===== src/rtl/seg_scan_display_if.sv =====
// Bus bundle for the multiplexed 7-segment scanner: display data and
// control in, digit/segment drives and status strobes out.
interface seg_scan_display_if #(
  parameter int NUM_DIGITS = 4
);
  logic                    EN;
  logic                    Load;
  logic [4*NUM_DIGITS-1:0] Data;
  logic [NUM_DIGITS-1:0]   DP;
  logic                    Blank_LZ;
  logic [NUM_DIGITS-1:0]   COM;
  logic [7:0]              SEG;
  logic                    Load_Ack;
  logic                    Frame_Tick;

  modport master (
    output EN, Load, Data, DP, Blank_LZ,
    input  COM, SEG, Load_Ack, Frame_Tick
  );

  modport slave (
    input  EN, Load, Data, DP, Blank_LZ,
    output COM, SEG, Load_Ack, Frame_Tick
  );
endinterface


===== src/rtl/seg_scan_display.sv =====
// Multiplexed hex 7-segment scanner with shadow/active double buffering,
// anti-ghost dead time between digits and leading-zero blanking.
//
// state | meaning
// IDLE  | display dark, index and divider cleared, waits for EN
// SCAN  | current digit lit for DIV cycles
// DEAD  | all drivers off for DEAD_CYCLES cycles before the next digit
module seg_scan_display #(
  parameter int NUM_DIGITS     = 4,
  parameter int CLK_HZ         = 50000000,
  parameter int SCAN_HZ        = 1000,
  parameter int DEAD_CYCLES    = 16,
  parameter bit COM_ACTIVE_LOW = 1'b1,
  parameter bit SEG_ACTIVE_LOW = 1'b1
) (
  input logic               Sys_CLK,
  input logic               Sys_RST,
  seg_scan_display_if.slave bus
);

  localparam int DIV = CLK_HZ / SCAN_HZ;
  localparam int DW  = (DIV > 2) ? $clog2(DIV) : 1;
  localparam int IW  = (NUM_DIGITS > 1) ? $clog2(NUM_DIGITS) : 1;

  localparam logic [DW-1:0] DIV_LAST  = DW'(DIV - 1);
  localparam logic [DW-1:0] DEAD_LOAD = DW'((DEAD_CYCLES > 0) ? DEAD_CYCLES - 1 : 0);
  localparam logic [IW-1:0] IDX_LAST  = IW'(NUM_DIGITS - 1);

  localparam logic [NUM_DIGITS-1:0] COM_OFF = {NUM_DIGITS{COM_ACTIVE_LOW}};
  localparam logic [7:0]            SEG_OFF = {8{SEG_ACTIVE_LOW}};

  typedef enum logic [1:0] {IDLE, SCAN, DEAD} state_t;

  state_t                  state_q;
  logic [IW-1:0]           idx_q;
  logic [DW-1:0]           div_q;
  logic [DW-1:0]           dead_q;
  logic [4*NUM_DIGITS-1:0] sh_data, act_data;
  logic [NUM_DIGITS-1:0]   sh_dp, act_dp;
  logic                    sh_blz, act_blz;
  logic                    pending_q;
  logic [NUM_DIGITS-1:0]   com_q;
  logic [7:0]              seg_q;
  logic                    load_ack_q;
  logic                    frame_tick_q;

  logic                    last_lit;
  logic                    frame_end;
  logic                    commit;
  logic [4*NUM_DIGITS-1:0] nx_data;
  logic [NUM_DIGITS-1:0]   nx_dp;
  logic                    nx_blz;
  logic [IW-1:0]           idx_nx;
  logic [3:0]              nib [NUM_DIGITS];
  logic [NUM_DIGITS-1:0]   blank;
  logic                    zero_run;
  logic [7:0]              seg_first, seg_next;
  logic [NUM_DIGITS-1:0]   com_first, com_next;

  function automatic logic [6:0] hex7(input logic [3:0] n);
    logic [6:0] s;
    case (n)
      4'h0: s = 7'h3F;
      4'h1: s = 7'h06;
      4'h2: s = 7'h5B;
      4'h3: s = 7'h4F;
      4'h4: s = 7'h66;
      4'h5: s = 7'h6D;
      4'h6: s = 7'h7D;
      4'h7: s = 7'h07;
      4'h8: s = 7'h7F;
      4'h9: s = 7'h6F;
      4'hA: s = 7'h77;
      4'hB: s = 7'h7C;
      4'hC: s = 7'h39;
      4'hD: s = 7'h5E;
      4'hE: s = 7'h79;
      default: s = 7'h71;
    endcase
    return s;
  endfunction

  function automatic logic [NUM_DIGITS-1:0] com_sel(input logic [IW-1:0] k);
    logic [NUM_DIGITS-1:0] oh;
    oh    = '0;
    oh[k] = 1'b1;
    return COM_ACTIVE_LOW ? ~oh : oh;
  endfunction

  assign last_lit  = (div_q == DIV_LAST);
  assign frame_end = bus.EN && (state_q == SCAN) && last_lit && (idx_q == IDX_LAST);
  assign commit    = pending_q && ((bus.EN && (state_q == IDLE)) || frame_end);
  assign idx_nx    = (idx_q == IDX_LAST) ? '0 : idx_q + 1'b1;

  // A digit lit on the same edge as a commit must already show the new bank.
  assign nx_data = commit ? sh_data : act_data;
  assign nx_dp   = commit ? sh_dp   : act_dp;
  assign nx_blz  = commit ? sh_blz  : act_blz;

  always_comb begin
    for (int i = 0; i < NUM_DIGITS; i++) begin
      nib[i] = nx_data[4*i +: 4];
    end
  end

  // Blank from the top digit down until the first nonzero nibble; digit 0 stays.
  always_comb begin
    zero_run = nx_blz;
    blank    = '0;
    for (int i = NUM_DIGITS - 1; i > 0; i--) begin
      if (nib[i] != 4'h0) zero_run = 1'b0;
      blank[i] = zero_run;
    end
  end

  always_comb begin
    seg_first = {nx_dp[0], hex7(nib[0])};
    seg_next  = {nx_dp[idx_nx], blank[idx_nx] ? 7'h00 : hex7(nib[idx_nx])};
    if (SEG_ACTIVE_LOW) begin
      seg_first = ~seg_first;
      seg_next  = ~seg_next;
    end
    com_first = com_sel('0);
    com_next  = com_sel(idx_nx);
  end

  always_ff @(posedge Sys_CLK or negedge Sys_RST) begin
    if (!Sys_RST) begin
      state_q      <= IDLE;
      idx_q        <= '0;
      div_q        <= '0;
      dead_q       <= '0;
      sh_data      <= '0;
      sh_dp        <= '0;
      sh_blz       <= 1'b0;
      act_data     <= '0;
      act_dp       <= '0;
      act_blz      <= 1'b0;
      pending_q    <= 1'b0;
      com_q        <= COM_OFF;
      seg_q        <= SEG_OFF;
      load_ack_q   <= 1'b0;
      frame_tick_q <= 1'b0;
    end else begin
      load_ack_q   <= commit;
      frame_tick_q <= frame_end;

      if (commit) begin
        act_data <= sh_data;
        act_dp   <= sh_dp;
        act_blz  <= sh_blz;
      end

      // A Load on the commit edge keeps pending so its data lands next frame.
      if (bus.Load) begin
        sh_data   <= bus.Data;
        sh_dp     <= bus.DP;
        sh_blz    <= bus.Blank_LZ;
        pending_q <= 1'b1;
      end else if (commit) begin
        pending_q <= 1'b0;
      end

      if (!bus.EN) begin
        state_q <= IDLE;
        idx_q   <= '0;
        div_q   <= '0;
        dead_q  <= '0;
        com_q   <= COM_OFF;
        seg_q   <= SEG_OFF;
      end else begin
        case (state_q)
          IDLE: begin
            state_q <= SCAN;
            idx_q   <= '0;
            div_q   <= '0;
            com_q   <= com_first;
            seg_q   <= seg_first;
          end
          SCAN: begin
            if (last_lit) begin
              div_q <= '0;
              if (DEAD_CYCLES == 0) begin
                idx_q <= idx_nx;
                com_q <= com_next;
                seg_q <= seg_next;
              end else begin
                state_q <= DEAD;
                dead_q  <= DEAD_LOAD;
                com_q   <= COM_OFF;
                seg_q   <= SEG_OFF;
              end
            end else begin
              div_q <= div_q + 1'b1;
            end
          end
          DEAD: begin
            if (dead_q == '0) begin
              state_q <= SCAN;
              idx_q   <= idx_nx;
              com_q   <= com_next;
              seg_q   <= seg_next;
            end else begin
              dead_q <= dead_q - 1'b1;
            end
          end
          default: state_q <= IDLE;
        endcase
      end
    end
  end

  assign bus.COM        = com_q;
  assign bus.SEG        = seg_q;
  assign bus.Load_Ack   = load_ack_q;
  assign bus.Frame_Tick = frame_tick_q;

endmodule


===== src/flat_wrapper.sv =====
// flat-port wrapper written by rule: the top's interface ports become plain ports
module seg_scan_display_flat 
#(
  parameter int NUM_DIGITS     = 4,
  parameter int CLK_HZ         = 50000000,
  parameter int SCAN_HZ        = 1000,
  parameter int DEAD_CYCLES    = 16,
  parameter bit COM_ACTIVE_LOW = 1'b1,
  parameter bit SEG_ACTIVE_LOW = 1'b1
)
  (Sys_CLK, Sys_RST, bus_EN, bus_Load, bus_Data, bus_DP, bus_Blank_LZ, bus_COM, bus_SEG, bus_Load_Ack, bus_Frame_Tick);
  seg_scan_display_if #(.NUM_DIGITS(NUM_DIGITS)) bus_i ();
  input logic Sys_CLK;
  input logic Sys_RST;
  input wire logic [$bits(bus_i.EN)-1:0] bus_EN;
  input wire logic [$bits(bus_i.Load)-1:0] bus_Load;
  input wire logic [$bits(bus_i.Data)-1:0] bus_Data;
  input wire logic [$bits(bus_i.DP)-1:0] bus_DP;
  input wire logic [$bits(bus_i.Blank_LZ)-1:0] bus_Blank_LZ;
  output wire logic [$bits(bus_i.COM)-1:0] bus_COM;
  output wire logic [$bits(bus_i.SEG)-1:0] bus_SEG;
  output wire logic [$bits(bus_i.Load_Ack)-1:0] bus_Load_Ack;
  output wire logic [$bits(bus_i.Frame_Tick)-1:0] bus_Frame_Tick;
  assign bus_i.EN = bus_EN;
  assign bus_i.Load = bus_Load;
  assign bus_i.Data = bus_Data;
  assign bus_i.DP = bus_DP;
  assign bus_i.Blank_LZ = bus_Blank_LZ;
  assign bus_COM = bus_i.COM;
  assign bus_SEG = bus_i.SEG;
  assign bus_Load_Ack = bus_i.Load_Ack;
  assign bus_Frame_Tick = bus_i.Frame_Tick;
  seg_scan_display #(.NUM_DIGITS(NUM_DIGITS), .CLK_HZ(CLK_HZ), .SCAN_HZ(SCAN_HZ), .DEAD_CYCLES(DEAD_CYCLES), .COM_ACTIVE_LOW(COM_ACTIVE_LOW), .SEG_ACTIVE_LOW(SEG_ACTIVE_LOW)) u_core (.Sys_CLK(Sys_CLK), .Sys_RST(Sys_RST), .bus(bus_i));
endmodule

===== config.mk =====
export PLATFORM = sky130hd
export DESIGN_NAME = seg_scan_display_flat
export DESIGN_NICKNAME = d
export VERILOG_FILES = /design/src/rtl/seg_scan_display_if.sv /design/src/rtl/seg_scan_display.sv /design/src/flat_wrapper.sv
export SDC_FILE = /design/constraint.sdc
export NUM_CORES = 1
export LEC_CHECK = 0
export CELL_PAD_IN_SITES_DETAIL_PLACEMENT = 0
export CELL_PAD_IN_SITES_GLOBAL_PLACEMENT = 1
export CORE_MARGIN = 8
export CORE_UTILIZATION = 43
export CTS_BUF_LIST = sky130_fd_sc_hd__clkbuf_4
export CTS_CLUSTER_SIZE = 24
export DETAILED_ROUTE_END_ITERATION = 12
export GPL_ROUTABILITY_DRIVEN = 0
export PLACE_DENSITY_LB_ADDON = 0.1
export RECOVER_POWER = 50
export SETUP_SLACK_MARGIN = 0.5
export SKIP_CTS_REPAIR_TIMING = 1
export SLEW_MARGIN = 10
export SYNTH_ARGS = -nofsm -noshare
export SYNTH_HDL_FRONTEND = slang
export SYNTH_SLANG_ARGS = --single-unit
export TNS_END_PERCENT = 50

===== constraint.sdc =====
create_clock -name Sys_CLK -period 3.3 [get_ports Sys_CLK]
set_input_delay 0.33 -clock Sys_CLK [delete_from_list [all_inputs] [get_ports Sys_CLK]]
set_output_delay 0.33 -clock Sys_CLK [all_outputs]
set_load 0.05 [all_outputs]

Yosys cells after proc, flatten, opt, wreduce, memory -nomap -nowiden:

Memories as Yosys holds them, arrays and structs flattened.
Index checks and enable logic that the tools add are counted.

* register bits after elaboration: 93
* ROM bits: 224
* input port bits: 25
* output and inout port bits: 14
* logic and storage cells: 96
* memories kept: 2

* $add $sub $neg: 3
* order comparisons: 3
* equality and inequality tests: 11
* mux-type cells: 41
* bitwise logic cells: 4
* reductions and logical operators: 17

Memories
* (name not given): words 16, bits a word 7, read ports 1, clocked after Yosys merged registers in 0, write ports 0, line seg_scan_display.sv:62 `case (n)`
* (name not given): words 16, bits a word 7, read ports 1, clocked after Yosys merged registers in 0, write ports 0, line seg_scan_display.sv:62

Operators with widths (count)
* 16-bit 2-to-1 mux: 6
* 16-bit case mux with 2 select lines: 2
* 4-bit 2-to-1 mux: 6
* 8-bit 2-to-1 mux: 3
* 8-bit case mux with 3 select lines: 1
* 16-bit by 1-bit adder with 16-bit output (second input constant): 1
* 16-bit equality test (second input constant): 1
* 16-bit zero test: 1
* 8-bit inverter: 2
* 16-bit by 1-bit subtractor with 16-bit output (second input constant): 1
* 2-bit 2-to-1 mux: 6
* 4-bit case mux with 3 select lines: 1
* 4-bit nonzero test: 3
* 1-bit 2-to-1 mux: 9
* 3-bit by 1-bit inequality test with 1-bit output (second input constant): 3
* 4-bit binary-select mux with 2-bit select: 1
* 7-bit 2-to-1 mux: 1
* 1-bit logical AND: 6
* 3-bit by 2-bit inequality test with 1-bit output (second input constant): 2
* 2-bit case mux with 3 select lines: 1
* 3-bit AND reduction: 2
* 1-bit binary-select mux with 2-bit select: 2
* 2-bit equality test (second input constant): 2
* 4-bit by 1-bit inequality test with 1-bit output (second input constant): 1
* 14 further kinds: 15

Logic depth before layout (Yosys ltp):

Gate-level depths: netlist of run 1.

* depth after elaboration: 18
* mapped depth: 15
* mapped depth without buffers: 14

Least setup slack after synthesis of run 1:

No wires, ideal clock.

* path type: reg-to-reg
* start point: register u_core.div_q[0]
* end point: register u_core.seg_q[0] (netlist: u_core.bus.SEG[0])
* library setup time: 0.073 ns
* arrival: 3.124 ns
* required time: 3.227 ns
* path slack: 0.103 ns
* cell stages (with the launch flop): 16
* buffers on the path: 2
* clock period less this slack: 3.197 ns
* cells stage by stage: dfrtp_1 -> ha_1 -> and3_1 -> clkbuf_1 -> and4_4 -> a21oi_4 -> buf_12 -> mux2i_1 -> mux4_2 -> inv_1 -> ha_1 -> inv_1 -> or3_1 -> a21oi_1 -> o31ai_1 -> a21oi_1

* longest elaborated chain between the ends: 17
* elaborated cells between the ends (all ways): 28
* those cells by class: eq/ne: 2; mux: 14; bitwise: 2; reduce/logical: 8; memory: 2

RTL lines
* start: declaration: line seg_scan_display.sv:36 `logic [DW-1:0] div_q;`
* start signal: assignment: line seg_scan_display.sv:194 `div_q <= div_q + 1'b1;`
* 16-bit equality test (*): line seg_scan_display.sv:90 `assign last_lit = (div_q == DIV_LAST);`
* branches (longest 16 deep; another with memory 16 x 7 bit)
* end signal: assignment: line seg_scan_display.sv:178 `seg_q <= seg_first;`
* end signal: assignment: line seg_scan_display.sv:186 `seg_q <= seg_next;`
* end signal: assignment: line seg_scan_display.sv:202 `seg_q <= seg_next;`
* end: declaration: line seg_scan_display.sv:43 `logic [7:0] seg_q;`

Mark *: on every way between the ends. The select of a mux whose other input is x is not followed.
A chain may end at the register's enable or synchronous reset.

Worst setup path after layout of run 1:

Same ends and word-level chain as after synthesis.

==> metrics.md, run 1 <==
| Metric | Value |
|---|---|
| Outcome | complete, but fails checks |
| Violations in the final reports | capacitance limit, slew limit |
| Number of cells on the worst reg-to-reg path | 13 |
| Count of standard-cell rows | 41 |
| Worst path buffer plus inverter count | 2 |
| Area of the mapped netlist | 0.00542 sq mm |
| Final worst path period share | 0.919 |
| Die Span X | 128 um |
| First-pass DRT Iterations | 5 |
| Crit Path Max Fanout | 5 |
| Clock Root Buffer | sky130_fd_sc_hd__clkbuf_4 |
| Share of the yosys chip area belonging to registers | 0.432 |
| Distinct cell type count after synthesis | 59 |
| Share of the synthesized area in the top cell type | 0.374 |
| Ys Warns | 0 |
| Shortest clock period the worst path allows after layout | 3.03 ns |
| Commonest cells after routing, fill and taps aside | sky130_fd_sc_hd__dfrtp_1 (80), sky130_fd_sc_hd__o21ai_0 (56), sky130_fd_sc_hd__nor2_1 (50) |
| Full die area | 0.0165 sq mm |
| Total routing usage reported by global routing | 0.172 |
| Least-Margin Pin Slew | 2.11 ns |
| Arrival time at the worst endpoint | 3.45 ns |
| Fraction of synthesized area in multiplexers | 0.132 |
| TritonCTS clock tree | done |
| Final setup TNS | 0 ns |
| Starting utilization of the core area | 0.435 |
| Headroom to the max-slew limit | -0.408 |
| First-pass GRT wire length | 22.6 mm |
| Worst R2R End | u_core.bus.SEG[0]$_DFFE_PN1P_ |
| Setup CP Type | register to register |
| Number of violations of the max-capacitance limit | 1 |
| Most common library cell in the layout ignoring fill and taps | sky130_fd_sc_hd__dfrtp_1 |
| Largest stage delay, worst path | 0.54 ns |
| Die height | 128 um |
| Worst IR Drop VDD | 0.294 mV |
| Async set or reset register ratio after synthesis | 1.00 |
| Setup Viol. Count Final | 0 |
| Number of hold violations in the final report | 0 |
| Largest clock skew in the final design | 0.0292 ns |
| Total detailed-routing wirelength | 14.0 mm |
| Detailed-route wire length per cell | 17.2 um |
| Main combinational cell family by area after synthesis | simple AND/OR/NAND/NOR gates |
| Per-instance average area after synthesis | 9.49 sq um |
| Mapped Nets | 617 |
| Area of the multi-input gates | 0.00299 sq mm |
| Latest clock arrival within the worst-skew pair | 0.48 ns |
| Crit path capture type | register |
| Area growth, synth to finish | 21.5% |
| Power Dens Cells | 525 mW/mm^2 |
| Antenna violations before repair | 0 |
| Family of cells with the greatest summed delay on the critical path | compound AO/OA/AOI/OAI gates |
| Post-Synth Adder-Cell Area | 0.0485 |
| DR DRC count | 0 |
| Pin count of the biggest net entering global routing | 84 |
| Register clock-pin slew on the reported worst setup and hold paths | 0.17 ns |
| IO Count | 39 |
| Source of the worst register-to-register timing path | u_core.div_q[0]$_DFFE_PN0P_ |
| Achievable clock frequency | 330 MHz |
| IO buf count | 38 |
| Buffer depth of the longest clock path | 2 |
| RSZ-0062 raised after global routing | yes |
| Proportion of layout cells with a drive suffix above 1 | 0.243 |
| Crit. path cell count | 13 |
| Flop-to-flop setup slack | 0.27 ns |
| Synthesized-area fraction occupied by xor and xnor cells | 0.00646 |
| Fill cell count | 1158 |
| Largest cells by area after synthesis | sky130_fd_sc_hd__dfrtp_1 (37%), sky130_fd_sc_hd__mux2_2 (7.9%), sky130_fd_sc_hd__dfstp_2 (5.8%) |
| Most used DFF post-synth | sky130_fd_sc_hd__dfrtp_1 |
| Share of synthesized cell area in and, or, nand and nor gates | 0.179 |
| Final slew viol count | 84 |
| # clock sinks | 93 |
| Post-detail-place hpwl | 9.74 mm |
| Core Box Area | 0.0125 sq mm |
| Slowest-stage cell, CP | sky130_fd_sc_hd__mux4_2 |
| Combined flip-flop and latch cell area | 0.00234 sq mm |
| Drt initial violations | 228 |
| H-tree depth reported by CTS | 3 |
| Number of global-route vias before repair | 4346 |
| Crit-path most repeated cell | sky130_fd_sc_hd__inv_2 |
| Most area-hungry cell type in the Yosys netlist | sky130_fd_sc_hd__dfrtp_1 |
| Avg Vias per Cell | 5.66 |
| Post-Synthesis Cells | 571 |
| Residual overflow from global routing | 0 |
| Crit path launch type | register |
| Ant. Diodes | 0 |
| Leakage | 2.80 nW |
| Data required, critical path | 3.72 ns |
| Count of vias placed by the detailed router | 4630 |
| Share of the synthesized area in compound gates (AO/OA/AOI/OAI) | 0.159 |
| Number of enable-type register cells in the synthesized netlist | 0 |
| Total CTS buffers | 9 |
| Nets | 687 |
| Core utilization of the finished layout | 0.528 |
| Total of flip-flops plus latches after synthesis | 93 |
| Remaining antenna violation count | 0 |
| List of cells traversed by the critical path | ha_2 -> and3_4 -> and4_4 -> a21oi_4 -> mux2i_1 -> mux4_2 -> inv_2 -> ha_4 -> inv_2 -> or3_1 -> a21oi_2 -> o31ai_2 -> a21oi_1 |
| Worst hold path class | input pin to asynchronous set/reset pin |
## registers in the layout, indices dropped and copies added (netlist names)
| register | cells |
|---|---|
| u_core.act_blz | 1 |
| u_core.act_data | 16 |
| u_core.act_dp | 4 |
| u_core.bus.COM | 4 |
| u_core.bus.Frame_Tick | 1 |
| u_core.bus.Load_Ack | 1 |
| u_core.bus.SEG | 8 |
| u_core.dead_q | 16 |
| u_core.div_q | 16 |
| u_core.idx_q | 2 |
| u_core.pending_q | 1 |
| u_core.sh_blz | 1 |
| u_core.sh_data | 16 |
| u_core.sh_dp | 4 |
| u_core.state_q | 2 |
## routing by layer
metal  up-vias  GRT usage  part of all wire
li1       2228          -                 -
met1      2268      0.239              0.48
met2       120      0.259              0.46
met3        14     0.0316             0.047
met4         0     0.0622             0.014
met5         -          0                 0
## layout make-up
cell class / instances / area share
clock inverter: 7 / 0.0118
multi-input combinational: 422 / 0.454
sequential: 93 / 0.356
timing repair buffer: 88 / 0.119
inverter: 27 / 0.0160
clock buffer: 9 / 0.0103
tap: 172 / 0.0327
## report_power, final
part | switching, W | internal, W
clock | 0.000432 | 0.000241
sequential | 0.000146 | 0.00133
combinational | 0.000744 | 0.000563
total | 0.00132 | 0.00214
## synth_stat cells (all sizes together) (12+ instances only)
library cell	n
dfrtp	81
o21ai	59
nor2	51
nand2	40
mux2	38
a21oi	29
inv	27
clkbuf	25
mux2i	23
ha	21
nand3	20
nor3	17
dfstp	12
## cells by family after synthesis
group	Yosys count
compound gates	140
xor+xnor	4
fa+ha+maj	21
buf+inv	57
flops	93
mux	63
simple gates	193
## worst max-delay path by stage
stage                                        startpoint                             to  slack (ns)
after floorplan             u_core.div_q[0]$_DFFE_PN0P_  u_core.bus.SEG[0]$_DFFE_PN1P_        0.37
after global placement                           bus_EN  u_core.bus.SEG[3]$_DFFE_PN1P_        0.11
after detailed placement                         bus_EN  u_core.bus.SEG[3]$_DFFE_PN1P_        0.07
after CTS                 u_core.state_q[0]$_DFFE_PN0P_  u_core.bus.SEG[3]$_DFFE_PN1P_        0.19
after global routing        u_core.idx_q[1]$_DFFE_PN0P_  u_core.bus.SEG[6]$_DFFE_PN1P_        0.21
final                       u_core.div_q[0]$_DFFE_PN0P_  u_core.bus.SEG[0]$_DFFE_PN1P_        0.27
## stage by stage
| stage | area, sq um | worst slack [ns] | total power, W | hold WS, ns | instances |
|---|---|---|---|---|---|
| 2_1_floorplan | 5440 | 0.366 | 0.00227 | 0.0344 | 571 |
| 3_3_place_gp | 6110 | 0.109 | 0.00266 | 0.465 | 779 |
| 3_5_place_dp | 6110 | 0.0722 | 0.00268 | 0.474 | 779 |
| 4_1_cts | 6250 | 0.192 | 0.00336 | 0.0463 | 795 |
| 5_1_grt | 6590 | 0.206 | 0.00367 | 0.418 | 818 |
| 6_report | 6590 | 0.268 | 0.00346 | 0.438 | 818 |
Note: power is estimated with default switching activity, not from simulation.
==> run 2, diff against run 1 <==
--- a/config.mk
+++ b/config.mk
@@ -13,7 +13,7 @@
 export CTS_CLUSTER_SIZE = 24
 export DETAILED_ROUTE_END_ITERATION = 12
 export GPL_ROUTABILITY_DRIVEN = 0
-export PLACE_DENSITY_LB_ADDON = 0.1
+export PLACE_DENSITY = 0.75
 export RECOVER_POWER = 50
 export SETUP_SLACK_MARGIN = 0.5
 export SKIP_CTS_REPAIR_TIMING = 1
==> constraint.sdc (replaced) <==
create_clock -name Sys_CLK -period 3.3 [get_ports Sys_CLK]
set_input_delay 0.66 -clock Sys_CLK [delete_from_list [all_inputs] [get_ports Sys_CLK]]
set_output_delay 0.66 -clock Sys_CLK [all_outputs]
set_load 0.05 [all_outputs]
==> run 2 against run 1 <==
Against the previous run:
- the run still ends with capacitance limit, slew limit left
- register-to-register slack better by 0.02 ns
- power up 1.7%
- clock skew down 0.0070 ns
- critical path type unchanged
- clock power up 10%
- die area unchanged
- global-route usage up 0.26 points
==> metrics.md, run 2 (synthesis gave the netlist of run 1 again) <==
| Metric | Value |
|---|---|
| Count of standard-cell rows | 41 |
| Die Span X | 128 um |
| Drt initial violations | 358 |
| Least-Margin Pin Slew | 2.62 ns |
| IO buf count | 38 |
| # clock sinks | 93 |
| Detailed-route wire length per cell | 16.9 um |
| Power Dens Cells | 540 mW/mm^2 |
| Most common library cell in the layout ignoring fill and taps | sky130_fd_sc_hd__dfrtp_1 |
| Total routing usage reported by global routing | 0.174 |
| Remaining antenna violation count | 0 |
| Number of hold violations in the final report | 0 |
| Number of cells on the worst reg-to-reg path | 13 |
| Post-detail-place hpwl | 9.76 mm |
| Arrival time at the worst endpoint | 3.44 ns |
| Avg Vias per Cell | 5.69 |
| Setup CP Type | register to register |
| IO Count | 39 |
| Clock Root Buffer | sky130_fd_sc_hd__clkbuf_4 |
| Violations in the final reports | capacitance limit, slew limit |
| Worst IR Drop VDD | 0.269 mV |
| TritonCTS clock tree | done |
| Residual overflow from global routing | 0 |
| Hold WS | 0.500 ns |
| Number of violations of the max-capacitance limit | 1 |
| Worst hold path class | register to register |
| Largest clock skew in the final design | 0.0223 ns |
| Achievable clock frequency | 332 MHz |
| Ant. Diodes | 0 |
| Die height | 128 um |
| Crit Path Max Fanout | 8 |
| Buffer depth of the longest clock path | 2 |
| Flop-to-flop setup slack | 0.28 ns |
| Full die area | 0.0165 sq mm |
| Core Box Area | 0.0125 sq mm |
| Total detailed-routing wirelength | 13.7 mm |
| Setup Viol. Count Final | 0 |
| Final worst path period share | 0.914 |
| Area growth, synth to finish | 20.2% |
| Commonest cells after routing, fill and taps aside | sky130_fd_sc_hd__dfrtp_1 (78), sky130_fd_sc_hd__o21ai_0 (55), sky130_fd_sc_hd__nor2_1 (49) |
| Pin count of the biggest net entering global routing | 49 |
| Total CTS buffers | 9 |
| Headroom to the max-slew limit | -0.745 |
| Antenna violations before repair | 0 |
| Latest clock arrival within the worst-skew pair | 0.50 ns |
| Crit path launch type | register |
| First-pass DRT Iterations | 6 |
| Shortest clock period the worst path allows after layout | 3.02 ns |
| Final Power | 0.00352 W |
| Number of global-route vias before repair | 4542 |
| Count of vias placed by the detailed router | 4616 |
| Outcome | complete, but fails checks |
| Nets | 680 |
| H-tree depth reported by CTS | 3 |
| Placed inst area | 0.00618 sq mm |
| Leakage | 2.80 nW |
| Data required, critical path | 3.73 ns |
| Starting utilization of the core area | 0.435 |
| Proportion of layout cells with a drive suffix above 1 | 0.216 |
| Register clock-pin slew on the reported worst setup and hold paths | 0.17 ns |
| First-pass GRT wire length | 23.0 mm |
| DR DRC count | 0 |
| Final slew viol count | 46 |
| Min-Delay Path Depth | 2 |
| Crit path capture type | register |
| Non-Filler Cell Area, Final | 0.00651 sq mm |
| RSZ-0062 raised after global routing | yes |
-- run 2: power by group --
group          total, W  switching [W]  internal (W)
Sequential      0.00147       0.000135       0.00133
Combinational   0.00131       0.000741      0.000566
Clock          0.000743       0.000484      0.000259
Total           0.00352        0.00136       0.00216
-- run 2: layout make-up --
type,instances,area [sq um]
fill,1188,5950
sequential,93,2350
inverter,27,105
clock inverter,7,97.6
clock buffer,9,67.6
timing repair buffer,82,726
tap,172,215
multi-input combinational,421,2960
-- run 2: metrics by stage --
step / worst slack [ns] / instances / util / TNS [ns]
floorplan: 0.366 / 571 / - / 0
global route: 0.101 / 811 / 0.523 / 0
global placement: 0.0112 / 786 / 0.496 / 0
detailed placement: -0.0838 / 786 / 0.496 / -0.118
CTS: 0.209 / 802 / 0.509 / 0
finish: 0.284 / 811 / 0.523 / 0
-- run 2: per-layer routing --
metal  vias up  global-route usage  routed length, um
met5         -                   0                  0
met4         0              0.0734                221
met3        20              0.0329                517
met2       111               0.266               6300
met1      2271               0.237               6670
li1       2214                   -                  -
-- run 2: final timing paths --
kind | start | end
worst max-delay path | u_core.div_q[1]$_DFFE_PN0P_ | u_core.bus.SEG[0]$_DFFE_PN1P_
worst min-delay path | u_core.bus.SEG[4]$_DFFE_PN1P_ | u_core.bus.SEG[4]$_DFFE_PN1P_
worst max register to register | u_core.div_q[1]$_DFFE_PN0P_ | u_core.bus.SEG[0]$_DFFE_PN1P_
worst min register to register | u_core.bus.SEG[4]$_DFFE_PN1P_ | u_core.bus.SEG[4]$_DFFE_PN1P_
max in group asynchronous | Sys_RST | u_core.act_data[13]$_DFF_PN0_
min in group asynchronous | Sys_RST | u_core.dead_q[6]$_DFFE_PN0P_
-- run 2: worst max-delay path, stage by stage, from the launching register on --
cell                       delay [ns]
sky130_fd_sc_hd__dfrtp_1         0.46
sky130_fd_sc_hd__ha_4            0.18
sky130_fd_sc_hd__and3_4          0.17
sky130_fd_sc_hd__and4_4          0.19
sky130_fd_sc_hd__a21oi_4         0.17
sky130_fd_sc_hd__buf_12          0.14
sky130_fd_sc_hd__clkbuf_1        0.23
sky130_fd_sc_hd__inv_1           0.12
sky130_fd_sc_hd__buf_4           0.17
sky130_fd_sc_hd__o21ai_1         0.26
sky130_fd_sc_hd__nand2_1         0.13
sky130_fd_sc_hd__a311o_1         0.39
sky130_fd_sc_hd__o31ai_1         0.23
sky130_fd_sc_hd__a21oi_1         0.10
==> run 3, diff against run 2 <==
==> constraint.sdc (replaced) <==
create_clock -name Sys_CLK -period 2.5 [get_ports Sys_CLK]
set_input_delay 0.5 -clock Sys_CLK [delete_from_list [all_inputs] [get_ports Sys_CLK]]
set_output_delay 0.5 -clock Sys_CLK [all_outputs]
set_load 0.05 [all_outputs]
==> run 3 against run 2 <==
Against the previous run:
- highest routed layer unchanged
- largest cell class unchanged
- the flow finishes with violations (setup timing)
- critical path depth unchanged
- register-to-register slack worse by 0.80 ns
- critical endpoint unchanged
- die area unchanged
- combinational power is 50% higher
- count of clock-buffer cells in the layout stayed put
- flip-flop and latch count unchanged
- core utilization grew 7.0 points
- largest power group is now combinational logic
==> metrics.md, run 3 (synthesis gave the netlist of run 1 again) <==
| Metric | Value |
|---|---|
| Outcome | complete, but fails checks |
| Violations in the final reports | setup timing |
| # clock sinks | 93 |
| Die Span X | 128 um |
| Proportion of layout cells with a drive suffix above 1 | 0.387 |
| Total detailed-routing wirelength | 14.7 mm |
| Non-Filler Cell Area, Final | 0.00739 sq mm |
| RSZ-0062 raised after global routing | yes |
| Nets | 756 |
| Antenna violations before repair | 0 |
| Final slew viol count | 0 |
| Full die area | 0.0165 sq mm |
| Achievable clock frequency | 331 MHz |
| Die height | 128 um |
| Count of vias placed by the detailed router | 4899 |
| Avg Vias per Cell | 5.52 |
| Number of cells on the worst reg-to-reg path | 13 |
| Most common library cell in the layout ignoring fill and taps | sky130_fd_sc_hd__buf_4 |
| First-pass GRT wire length | 23.1 mm |
| IO buf count | 38 |
| Core Box Area | 0.0125 sq mm |
| Placed inst area | 0.00671 sq mm |
| Area growth, synth to finish | 36.4% |
| H-tree depth reported by CTS | 3 |
| DR DRC count | 0 |
| PnR worst setup slack | -0.521 ns |
| Crit path capture type | register |
| Flop-to-flop setup slack | -0.52 ns |
| Core utilization of the finished layout | 0.593 |
| Critical Path End | u_core.bus.SEG[0]$_DFFE_PN1P_ |
| Starting utilization of the core area | 0.435 |
| Arrival time at the worst endpoint | 3.46 ns |
| Setup Viol. Count Final | 8 |
| Drt initial violations | 325 |
| Data required, critical path | 2.94 ns |
| Commonest cells after routing, fill and taps aside | sky130_fd_sc_hd__buf_4 (98), sky130_fd_sc_hd__dfrtp_1 (79), sky130_fd_sc_hd__nor2_1 (41) |
| Leakage | 3.26 nW |
| Count of standard-cell rows | 41 |
| Source of the worst register-to-register timing path | u_core.div_q[12]$_DFFE_PN0P_ |
| Fill cell count | 1115 |
| Residual overflow from global routing | 0 |
| Worst R2R End | u_core.bus.SEG[0]$_DFFE_PN1P_ |
| Buffer depth of the longest clock path | 2 |
| Setup CP Type | register to register |
| Number of global-route vias before repair | 4730 |
| Least-Margin Pin Slew | 1.39 ns |
| Post-detail-place hpwl | 10.3 mm |
| Largest clock skew in the final design | 0.0137 ns |
| Remaining antenna violation count | 0 |
| Detailed-route wire length per cell | 16.5 um |
| Ant. Diodes | 0 |
| Shortest clock period the worst path allows after layout | 3.02 ns |
| Final worst path period share | 1.21 |
| Crit Path Max Fanout | 8 |
| Worst IR Drop VDD | 0.407 mV |
| Number of hold violations in the final report | 0 |
| Power Dens Cells | 634 mW/mm^2 |
| Crit path launch | u_core.div_q[12]$_DFFE_PN0P_ |
| Headroom to the max-slew limit | 0.0765 |
| Total CTS buffers | 9 |
| IO Count | 39 |
| Latest clock arrival within the worst-skew pair | 0.50 ns |
| TritonCTS clock tree | done |
| Register clock-pin slew on the reported worst setup and hold paths | 0.16 ns |
| Worst hold path class | input pin to asynchronous set/reset pin |
| Crit path launch type | register |
| Number of violations of the max-capacitance limit | 0 |
| Total routing usage reported by global routing | 0.176 |
| Clock Root Buffer | sky130_fd_sc_hd__clkbuf_4 |
| Pin count of the biggest net entering global routing | 53 |
| First-pass DRT Iterations | 5 |
## run 3: cell type report
| class | instances | area [sq um] | area share |
|---|---|---|---|
| multi-input cells | 421 | 3280 | 0.444 |
| clock inverters | 7 | 52.6 | 0.00711 |
| well taps | 172 | 215 | 0.0291 |
| flip-flops and latches | 93 | 2340 | 0.317 |
| repair buffers | 158 | 1330 | 0.179 |
| clock buffers | 9 | 67.6 | 0.00914 |
| inverters | 27 | 104 | 0.0141 |
## run 3: layer usage
metal	vias to the layer above	part of all wire	global-route usage
li1	2362	-	-
met1	2407	0.46	0.230
met2	108	0.47	0.278
met3	22	0.043	0.0308
met4	0	0.022	0.0825
met5	-	0	0
## run 3: worst max-delay path, cell delays in order, from the launching register on
cell,delay (ns)
sky130_fd_sc_hd__dfrtp_1,0.44
sky130_fd_sc_hd__nor4b_4,0.33
sky130_fd_sc_hd__and4_4,0.29
sky130_fd_sc_hd__a21oi_4,0.07
sky130_fd_sc_hd__buf_12,0.14
sky130_fd_sc_hd__mux2i_2,0.15
sky130_fd_sc_hd__mux4_2,0.56
sky130_fd_sc_hd__inv_2,0.11
sky130_fd_sc_hd__ha_4,0.13
sky130_fd_sc_hd__inv_2,0.04
sky130_fd_sc_hd__or3_4,0.33
sky130_fd_sc_hd__a21oi_2,0.15
sky130_fd_sc_hd__o31ai_1,0.10
sky130_fd_sc_hd__a21oi_1,0.16
## run 3: worst min path at each step
| stage | from | end | slack [ns] | cells after the start |
|---|---|---|---|---|
| floorplan | Sys_RST | u_core.act_blz$_DFF_PN0_ | 0.20 | 0 |
| global placement | u_core.dead_q[12]$_DFFE_PN0P_ | u_core.dead_q[12]$_DFFE_PN0P_ | 0.46 | 1 |
| detailed placement | u_core.dead_q[12]$_DFFE_PN0P_ | u_core.dead_q[12]$_DFFE_PN0P_ | 0.47 | 1 |
| CTS | Sys_RST | u_core.dead_q[0]$_DFFE_PN0P_ | 0.03 | 1 |
| global route | Sys_RST | u_core.dead_q[4]$_DFFE_PN0P_ | 0.40 | 1 |
| finish | Sys_RST | u_core.dead_q[7]$_DFFE_PN0P_ | 0.30 | 1 |
## run 3: where the power goes
part / switching [W] / internal (W) / total [W]
registers: 0.000191 / 0.00176 / 0.00195
logic: 0.00107 / 0.000892 / 0.00196
clock network: 0.000572 / 0.000205 / 0.000777
total: 0.00183 / 0.00286 / 0.00469
## run 3: through the flow
| stage | hold slack, ns | worst slack [ns] | power [W] | cells | setup TNS [ns] |
|---|---|---|---|---|---|
| finish | 0.302 | -0.521 | 0.00469 | 887 | -2.83 |
| global placement | 0.460 | -0.645 | 0.00368 | 847 | -4.42 |
| detailed placement | 0.469 | -0.769 | 0.00371 | 847 | -5.27 |
| global route | 0.395 | -0.705 | 0.00498 | 887 | -4.11 |
| floorplan | 0.204 | -0.434 | 0.00304 | 571 | -2.14 |
| CTS | 0.0295 | -0.496 | 0.00451 | 863 | -3.01 |
